File: config.mk
export PLATFORM = sky130hd
export DESIGN_NAME = lock_sequencer
export DESIGN_NICKNAME = d
export VERILOG_FILES = /design/src/rtl/lock_pkg.sv /design/src/rtl/lock_sequencer_sync_edge.sv /design/src/rtl/lock_sequencer.sv
export SDC_FILE = /design/constraint.sdc
export NUM_CORES = 1
export LEC_CHECK = 0
export CORE_ASPECT_RATIO = 0.5
export CORE_MARGIN = 4
export CORE_UTILIZATION = 33
export DETAILED_ROUTE_END_ITERATION = 8
export MAX_ROUTING_LAYER = met4
export SLEW_MARGIN = 20
export SYNTH_ARGS = -nofsm -noshare
export SYNTH_HDL_FRONTEND = slang
export SYNTH_SLANG_ARGS = --single-unit
File: constraint.sdc
create_clock -name hwclk -period 2.8 [get_ports hwclk]
set_input_delay 0.42 -clock hwclk [delete_from_list [all_inputs] [get_ports hwclk]]
set_output_delay 0.42 -clock hwclk [all_outputs]
set_load 0.005 [all_outputs]
File: src/rtl/lock_pkg.sv
// lock_pkg: shared state encoding, key codes and status bytes for the lock sequencer
package lock_pkg;
  localparam logic [2:0] S_IDLE    = 3'd0;
  localparam logic [2:0] S_ENTRY   = 3'd1;
  localparam logic [2:0] S_CHECK   = 3'd2;
  localparam logic [2:0] S_REPORT  = 3'd3;
  localparam logic [2:0] S_BLINK   = 3'd4;
  localparam logic [2:0] S_OPEN    = 3'd5;
  localparam logic [2:0] S_LOCKOUT = 3'd6;
  localparam logic [3:0] KEY_CLEAR = 4'hA;
  localparam logic [3:0] KEY_ENTER = 4'hB;
  localparam logic [7:0] ST_PASS = 8'h50;
  localparam logic [7:0] ST_FAIL = 8'h46;
  localparam logic [7:0] ST_LOCK = 8'h4C;
  function automatic logic is_digit(input logic [3:0] k);
    return k <= 4'd9;
  endfunction
endpackage

File: src/rtl/lock_sequencer_sync_edge.sv
// sync_edge: two-flop synchroniser followed by a rising-edge pulse
module sync_edge (
  input  logic hwclk,
  input  logic rstn,
  input  logic d,
  output logic rise
);
  logic [2:0] s;
  // s[1:0] resynchronise d, s[2] holds the previous synchronised value
  always_ff @(posedge hwclk or negedge rstn)
    if (!rstn) s <= '0;
    else s <= {s[1:0], d};
  assign rise = s[1] & ~s[2];
endmodule

File: src/rtl/lock_sequencer.sv
// lock_sequencer: keypad code entry, secret check, UART/blinker sequencing and lock timing
module lock_sequencer #(
  parameter int          CODE_LEN       = 4,
  parameter logic [31:0] SECRET         = 32'h0000_1234,
  parameter int          MAX_TRIES      = 3,
  parameter int          UNLOCK_CYCLES  = 60000000,
  parameter int          LOCKOUT_CYCLES = 120000000
) (
  input  logic       hwclk,
  input  logic       rstn,
  input  logic       key_valid,
  input  logic [3:0] key_code,
  input  logic       blink_done,
  input  logic       tx_done,
  output logic       blink_start,
  output logic       blink_type,
  output logic [7:0] tx_byte,
  output logic       tx_send,
  output logic       unlocked,
  output logic       locked_out,
  output logic [1:0] fail_count
);
  import lock_pkg::*;
  localparam int BW = 4 * CODE_LEN;
  localparam int MAXC = UNLOCK_CYCLES > LOCKOUT_CYCLES ? UNLOCK_CYCLES : LOCKOUT_CYCLES;
  localparam int CW = $clog2(MAXC) < 1 ? 1 : $clog2(MAXC);
  localparam logic [3:0] CL = 4'(CODE_LEN);
  logic [2:0] state;
  logic [BW-1:0] code_buf;
  logic [3:0] count;
  logic ovf;
  logic [CW-1:0] timer;
  logic tx_rise, blink_rise, pass, lock_hit, digit, clear;
  logic [2:0] fc_inc;
  sync_edge u_tx_sync (.hwclk(hwclk), .rstn(rstn), .d(tx_done), .rise(tx_rise));
  sync_edge u_blink_sync (.hwclk(hwclk), .rstn(rstn), .d(blink_done), .rise(blink_rise));
  assign digit = key_valid && is_digit(key_code);
  assign clear = key_valid && key_code == KEY_CLEAR;
  assign pass = count == CL && !ovf && code_buf == SECRET[BW-1:0];
  assign fc_inc = {1'b0, fail_count} + 3'd1;
  assign lock_hit = int'(fc_inc) == MAX_TRIES;
  // Sequencer: entry assembly, check, report/blink handshakes and the shared open/lockout timer
  always_ff @(posedge hwclk or negedge rstn)
    if (!rstn) begin
      state <= S_IDLE;
      code_buf <= '0;
      count <= '0;
      ovf <= 1'b0;
      timer <= '0;
      fail_count <= '0;
      tx_byte <= '0;
      tx_send <= 1'b0;
      blink_start <= 1'b0;
      blink_type <= 1'b0;
      unlocked <= 1'b0;
      locked_out <= 1'b0;
    end else begin
      blink_start <= 1'b0;
      case (state)
        S_IDLE: if (digit) begin
          code_buf <= BW'(key_code);
          count <= 4'd1;
          ovf <= 1'b0;
          state <= S_ENTRY;
        end
        S_ENTRY: if (digit) begin
          code_buf <= BW'({code_buf, key_code});
          if (count == CL) ovf <= 1'b1;
          else count <= count + 4'd1;
        end else if (clear) begin
          code_buf <= '0;
          count <= '0;
          ovf <= 1'b0;
          state <= S_IDLE;
        end else if (key_valid && key_code == KEY_ENTER) state <= S_CHECK;
        S_CHECK: begin
          tx_byte <= pass ? ST_PASS : lock_hit ? ST_LOCK : ST_FAIL;
          fail_count <= pass ? 2'd0 : fail_count == 2'd3 ? 2'd3 : fail_count + 2'd1;
          code_buf <= '0;
          count <= '0;
          ovf <= 1'b0;
          tx_send <= 1'b1;
          state <= S_REPORT;
        end
        S_REPORT: if (tx_rise) begin
          tx_send <= 1'b0;
          blink_start <= 1'b1;
          blink_type <= tx_byte == ST_PASS;
          state <= S_BLINK;
        end
        S_BLINK: if (blink_rise) begin
          if (blink_type) begin
            unlocked <= 1'b1;
            timer <= CW'(UNLOCK_CYCLES - 1);
            state <= S_OPEN;
          end else if (tx_byte == ST_LOCK) begin
            locked_out <= 1'b1;
            fail_count <= 2'd0;
            timer <= CW'(LOCKOUT_CYCLES - 1);
            state <= S_LOCKOUT;
          end else state <= S_IDLE;
        end
        S_OPEN: if (clear || timer == '0) begin
          unlocked <= 1'b0;
          state <= S_IDLE;
        end else timer <= timer - CW'(1);
        S_LOCKOUT: if (timer == '0) begin
          locked_out <= 1'b0;
          state <= S_IDLE;
        end else timer <= timer - CW'(1);
        default: state <= S_IDLE;
      endcase
    end
endmodule

==> impl_metrics.tcl, run 1 <==
set metrics [dict create \
    cp-start-kind "flop" \
    nFillCells 1022 \
    synth_top_area_share_pct 47.3 \
    synth_area_per_cell_um2 9.61 \
    cts.hold.buffers_added 0 \
    grt_busiest_layer "met2" \
    hold_viol 0 \
    drt_pass1_iterations 5 \
    fin_nets 425 \
    synth_cell_types 63 \
    design_area_um2 4380 \
    gp_congestion 0.834 \
    port_buffers 20 \
    drt_iter0_markers 286 \
    die_area_um2 12900 \
    layout_commonest_cell "dfrtp_1" \
    start_util_pct 34.7 \
    drive_gt1_share_pct 10.8 \
    status "finished clean" \
    grtUsageMet1_pct 19.6 \
    wirelength_um 8780 \
    hold_path_class "in2async" \
    cts_tree "built" \
    vias_per_cell 5.72 \
    ys_warn_count 0 \
    grt.overflow.total 0 \
    ys_seq_elements 69 \
    peakVddDrop_mv 0.234 \
    cts_num_sinks 69 \
    rows 26 \
    synth_edf_count 0 \
    area_growth_pct 20.0 \
    final_cell_mix "dfrtp_1 (69), nand2_1 (27), nor2_1 (25)" \
    crit_arrival_ns 2.64 \
    vias 3193 \
    tns_ns 0 \
    cts_resized 0 \
    synthFlopType "dfrtp_1" \
    post_dp_cell_area_um2 4090 \
    seq_area_frac_synth_pct 47.3 \
    pre_cts_ws_ns 0.197 \
    clockBufferDepth 2 \
    setup_violations 0 \
    clock_latency_ns 0.34 \
    antenna_found_initial 0 \
    detailed_place_hpwl_um 6130 \
    ant_nets 0 \
    yosysTopAreaCell "dfrtp_1" \
    cts_max_level 3 \
    ys_top_cells_by_area "dfrtp_1 (47%), a22o_1 (3.1%), nor3_1 (2.9%)" \
    cpLargestDelayFamily "simple AND/OR/NAND/NOR gates" \
    slew_violations 0 \
    cts_setup_buffers 0 \
    relSlewSlack_pct 55.2 \
    wire_per_inst_um 15.7 \
    crit_buf_inv 1 \
    post-route-period-util_pct 84.5 \
    critPathMaxFanout 10 \
    syn-instance-count 380 \
    syn_area_um2 3650 \
    cp.required_ns 3.07 \
    grt_pass1_vias 2997 \
    tightest_slew_ns 0.671 \
    grt_pass1_wl_um 15000 \
    rsz0062_at_grt "false" \
    grt_usage_pct 15.3 \
    ios 24 \
    drcViolationCount 0 \
    met3_usage_pct 4.11 \
    n_antenna_cell 0 \
    critPathKind "reg2reg" \
    core_um2 10500 \
    cp_cell_sequence "or4_4, or3_1, o31a_1, buf_4, a41oi_2, o21a_1" \
    cap_viol_max_count 0 \
    fin_skew_ns 0.00493 \
    grt_max_degree 44 \
    end_kind "flop" \
    timing.final.ws_setup_ns 0.434 \
    critPathSlowestCell "or4_4" \
    async_flop_share_pct 100 \
    cts-buffers-inserted 9 \
    die_w_um 157 \
    path_clk_slew_ns 0.06 \
    die_height_um 82.4 \
    use_met2_pct 23.1 \
    finalCriticalPeriod_ns 2.37 \
    max_stage_delay_ns 0.55 \
    pwr_density_cell_nw_per_um2 870 \
    p_leak_nw 1.75 \
    max_freq_mhz 423 \
    cts-root-buf "clkbuf_16" \
]
Yosys cell counts, types with 3 or more instances:
master    instances
ha_1              3
nor2b_1           3
o21ai_0          15
a31oi_1          12
o31ai_1           3
a41oi_1           6
a311oi_1          5
mux2i_1           3
inv_1            17
nand3b_1          3
nand3_1          17
a211oi_1          4
and2_1            3
a21oi_1          15
o41ai_1           5
nand2_1          27
clkbuf_1         12
buf_4             3
or3_1             7
a32o_1            6
nor3_1           21
nor4_1           10
dfrtp_1          69
o21a_1            5
and3_1            6
nand4_1          13
nand2b_1          5
a22o_1           13
nor2_1           25
routing by layer:
metal  up-vias  routed length, um
met3        18                498
met2       105               3930
li1       1529                  -
met5         -                  0
met4         0                189
met1      1541               4160
sequential cells by signal, summed over array words and instances (netlist names), 2 cells and up:
name and flops:
timer 27, code_buf 16, tx_byte 5, count 4, state 3, u_blink_sync.s 3
u_tx_sync.s 3, fail_count 2
area by class of cell:
type                            count  area, um2  area share, %
Tap cell                          140        175           4.00
Multi-Input combinational cell    277       1770           40.5
Clock inverter                      6       63.8           1.46
Inverter                           17       63.8           1.46
Clock buffer                       10        229           5.22
Timing Repair Buffer               39        350           7.99
Sequential cell                    69       1730           39.4
power breakdown:
group | total [W] | switching (W) | leakage, nW | internal [W]
combinational | 0.00109 | 0.000575 | 0.763 | 0.000516
sequential | 0.00161 | 0.000337 | 0.845 | 0.00127
clock | 0.00111 | 0.000427 | 0.138 | 0.000687
total | 0.00381 | 0.00134 | 1.75 | 0.00247
metrics by stage:
step	power, W	std cells	utilization, %	hold WS (ns)
2_1_floorplan	0.00229	382	-	0.124
3_3_place_gp	0.00270	542	38.9	0.335
3_5_place_dp	0.00271	542	38.9	0.336
4_1_cts	0.00384	558	41.7	0.131
5_1_grt	0.00409	558	41.7	0.167
6_report	0.00381	558	41.7	0.121
cell families after synthesis:
logic type | after synthesis | synth area share, %
AOI/OAI and AO/OA | 112 | 23.1
xor gates and xnor gates | 2 | 0.480
adders and majority gates | 3 | 1.03
buffers and inverters | 36 | 4.49
DFF | 69 | 47.3
muxes | 5 | 1.44
other | 1 | 0.103
and+or+nand+nor | 152 | 22.0
path summary, 6_finish.rpt:
check	start	to	slack, ns	cells after the start
worst max-delay path	timer[19]$_DFFE_PN0P_	timer[17]$_DFFE_PN0P_	0.43	6
worst min register to register	u_tx_sync.s[0]$_DFF_PN0_	u_tx_sync.s[1]$_DFF_PN0_	0.34	0
min in group hwclk	u_tx_sync.s[0]$_DFF_PN0_	u_tx_sync.s[1]$_DFF_PN0_	0.34	0
max in group asynchronous	rstn	code_buf[7]$_DFFE_PN0P_	2.03	2
worst min-delay path	rstn	timer[3]$_DFFE_PN0P_	0.12	1
worst max register to register	timer[19]$_DFFE_PN0P_	timer[17]$_DFFE_PN0P_	0.43	6
worst register-to-register path, delay by kind of cell (launching register included):
| family | cells | cell delay (ns) |
|---|---|---|
| flops | 1 | 0.39 |
| simple gates | 2 | 1.00 |
| compound gates | 3 | 0.71 |
| buf+inv | 1 | 0.20 |
Note: power is estimated with default switching activity, not from simulation.
==> inputs of run 2 (changes only) <==
==> constraint.sdc (replaced) <==
create_clock -name hwclk -period 2.1 [get_ports hwclk]
set_input_delay 0.315 -clock hwclk [delete_from_list [all_inputs] [get_ports hwclk]]
set_output_delay 0.315 -clock hwclk [all_outputs]
set_load 0.005 [all_outputs]
==> run 2 against run 1 <==
  * The flow now finishes with violations (setup timing)
  * Core utilization increased by 7.7 points
  * Die area unchanged
  * Clock skew increased by 0.00074 ns
  * Highest routed layer unchanged
==> impl_metrics.tcl, run 2 (synthesis gave the netlist of run 1 again) <==
set metrics [dict create \
    ios 24 \
    grt.overflow.total 0 \
    vias 3455 \
    die_w_um 157 \
    top_regs "timer: 27 flops, code_buf: 16 flops, tx_byte: 5 flops" \
    hold_path_class "reg2reg" \
    cts-root-buf "clkbuf_16" \
    clockBufferDepth 2 \
    die_height_um 82.4 \
    cp-start-kind "flop" \
    r2r-start "timer[19]$_DFFE_PN0P_" \
    rows 26 \
    antenna_found_initial 0 \
    ant_nets 0 \
    peakVddDrop_mv 0.389 \
    cap_viol_max_count 0 \
    grt_pass1_wl_um 16900 \
    critPathKind "reg2reg" \
    setup_violations 17 \
    grt_max_degree 26 \
    gp_congestion 0.896 \
    violations "setup timing" \
    reg2reg_depth 7 \
    largest_reg_flops 27 \
    status "complete, but fails checks" \
    layout_commonest_cell "buf_4" \
    crit_arrival_ns 2.46 \
    cts_num_sinks 69 \
    grt_pass1_vias 3406 \
    regMostFlops "timer" \
    hold_viol 0 \
    cts_max_level 3 \
    ff2ff_setup_slack_ns -0.13 \
    drt_pass1_iterations 4 \
    drt_iter0_markers 153 \
    critPathMaxFanout 4 \
    whs_ns 0.347 \
    wirelength_um 10100 \
    path_clk_slew_ns 0.06 \
    detailed_place_hpwl_um 6990 \
    min_path_cells 0 \
    tns_ns -1.03 \
    p_leak_nw 2.15 \
    wire_per_inst_um 16.2 \
    cts_tree "built" \
    slew_violations 0 \
    relSlewSlack_pct 57.5 \
    port_buffers 20 \
    post-route-period-util_pct 106 \
    crit_path_start "timer[19]$_DFFE_PN0P_" \
    fin_nets 494 \
    pwr_density_cell_nw_per_um2 1110 \
    area_growth_pct 42.3 \
    r2r_end "timer[22]$_DFFE_PN0P_" \
    grt_usage_pct 17.1 \
    holdPathEnd "u_tx_sync.s[1]$_DFF_PN0_" \
    fin_skew_ns 0.00567 \
    die_area_um2 12900 \
    nFillCells 946 \
    timing.final.ws_setup_ns -0.135 \
    end_kind "flop" \
    min_from "u_tx_sync.s[0]$_DFF_PN0_" \
    n_antenna_cell 0 \
    drcViolationCount 0 \
    cts-buffers-inserted 9 \
    core_um2 10500 \
    final_cell_mix "buf_4 (77), dfrtp_1 (69), nand2_1 (26)" \
    clock_latency_ns 0.34 \
    start_util_pct 34.7 \
    tightest_slew_ns 0.631 \
    drive_gt1_share_pct 29.0 \
    vias_per_cell 5.52 \
    finalCriticalPeriod_ns 2.23 \
    cp.required_ns 2.33 \
    power_w 0.00579 \
    rsz0062_at_grt "true" \
    max_freq_mhz 448 \
]
-- run 2: layout make-up --
cell class / count / area (um2) / area share (%)
clock buffer: 9 / 225 / 4.34
sequential: 69 / 1730 / 33.2
tap: 140 / 175 / 3.37
multi-input combinational: 277 / 2010 / 38.7
inverter: 17 / 63.8 / 1.23
timing repair buffer: 108 / 905 / 17.4
clock inverter: 6 / 87.6 / 1.69
-- run 2: per-stage QoR --
stage | worst slack (ns) | cells | utilization (%) | area [um2]
global route | -0.194 | 626 | 49.4 | 5190
global placement | -0.178 | 603 | 43.6 | 4580
finish | -0.135 | 626 | 49.4 | 5190
CTS | -0.103 | 620 | 47.2 | 4960
detailed placement | -0.195 | 603 | 43.6 | 4580
floorplan | -0.107 | 382 | - | 3680
-- run 2: worst max path at each step --
stage	cells past startpoint	slack (ns)	end
3_3_place_gp	6	-0.18	timer[11]$_DFFE_PN0P_
4_1_cts	5	-0.10	timer[19]$_DFFE_PN0P_
5_1_grt	7	-0.19	timer[22]$_DFFE_PN0P_
2_1_floorplan	6	-0.11	timer[19]$_DFFE_PN0P_
3_5_place_dp	6	-0.19	code_buf[7]$_DFFE_PN0P_
6_report	7	-0.13	timer[22]$_DFFE_PN0P_
-- run 2: routing by layer --
metal | GRT usage [%] | up-vias | wire, um
met5 | - | - | 0
met4 | 5.63 | 0 | 150
met3 | 4.32 | 15 | 499
met2 | 27.5 | 92 | 4700
met1 | 21.6 | 1671 | 4780
li1 | - | 1677 | -
-- run 2: power by group --
part | internal [W] | leakage, nW | total (W) | switching, W
clock | 0.00103 | 0.156 | 0.00161 | 0.000580
sequential | 0.00170 | 0.845 | 0.00207 | 0.000370
combinational | 0.00103 | 1.15 | 0.00211 | 0.00108
-- run 2: what timing repair did --
action	in CTS	in global routing
gates resized for setup	14	30
hold buffers	1	0
endpoints found under the setup margin	27	23
hold endpoints to repair	10	0
buffers inserted	2	6
pin swaps	4	18
-- run 2: worst max-delay path: stages, from the launching register on --
cell,delay (ns)
dfrtp_1,0.39
or4_4,0.54
or3_4,0.38
buf_4,0.15
buf_6,0.12
o311ai_4,0.26
o41ai_4,0.13
a21o_1,0.16
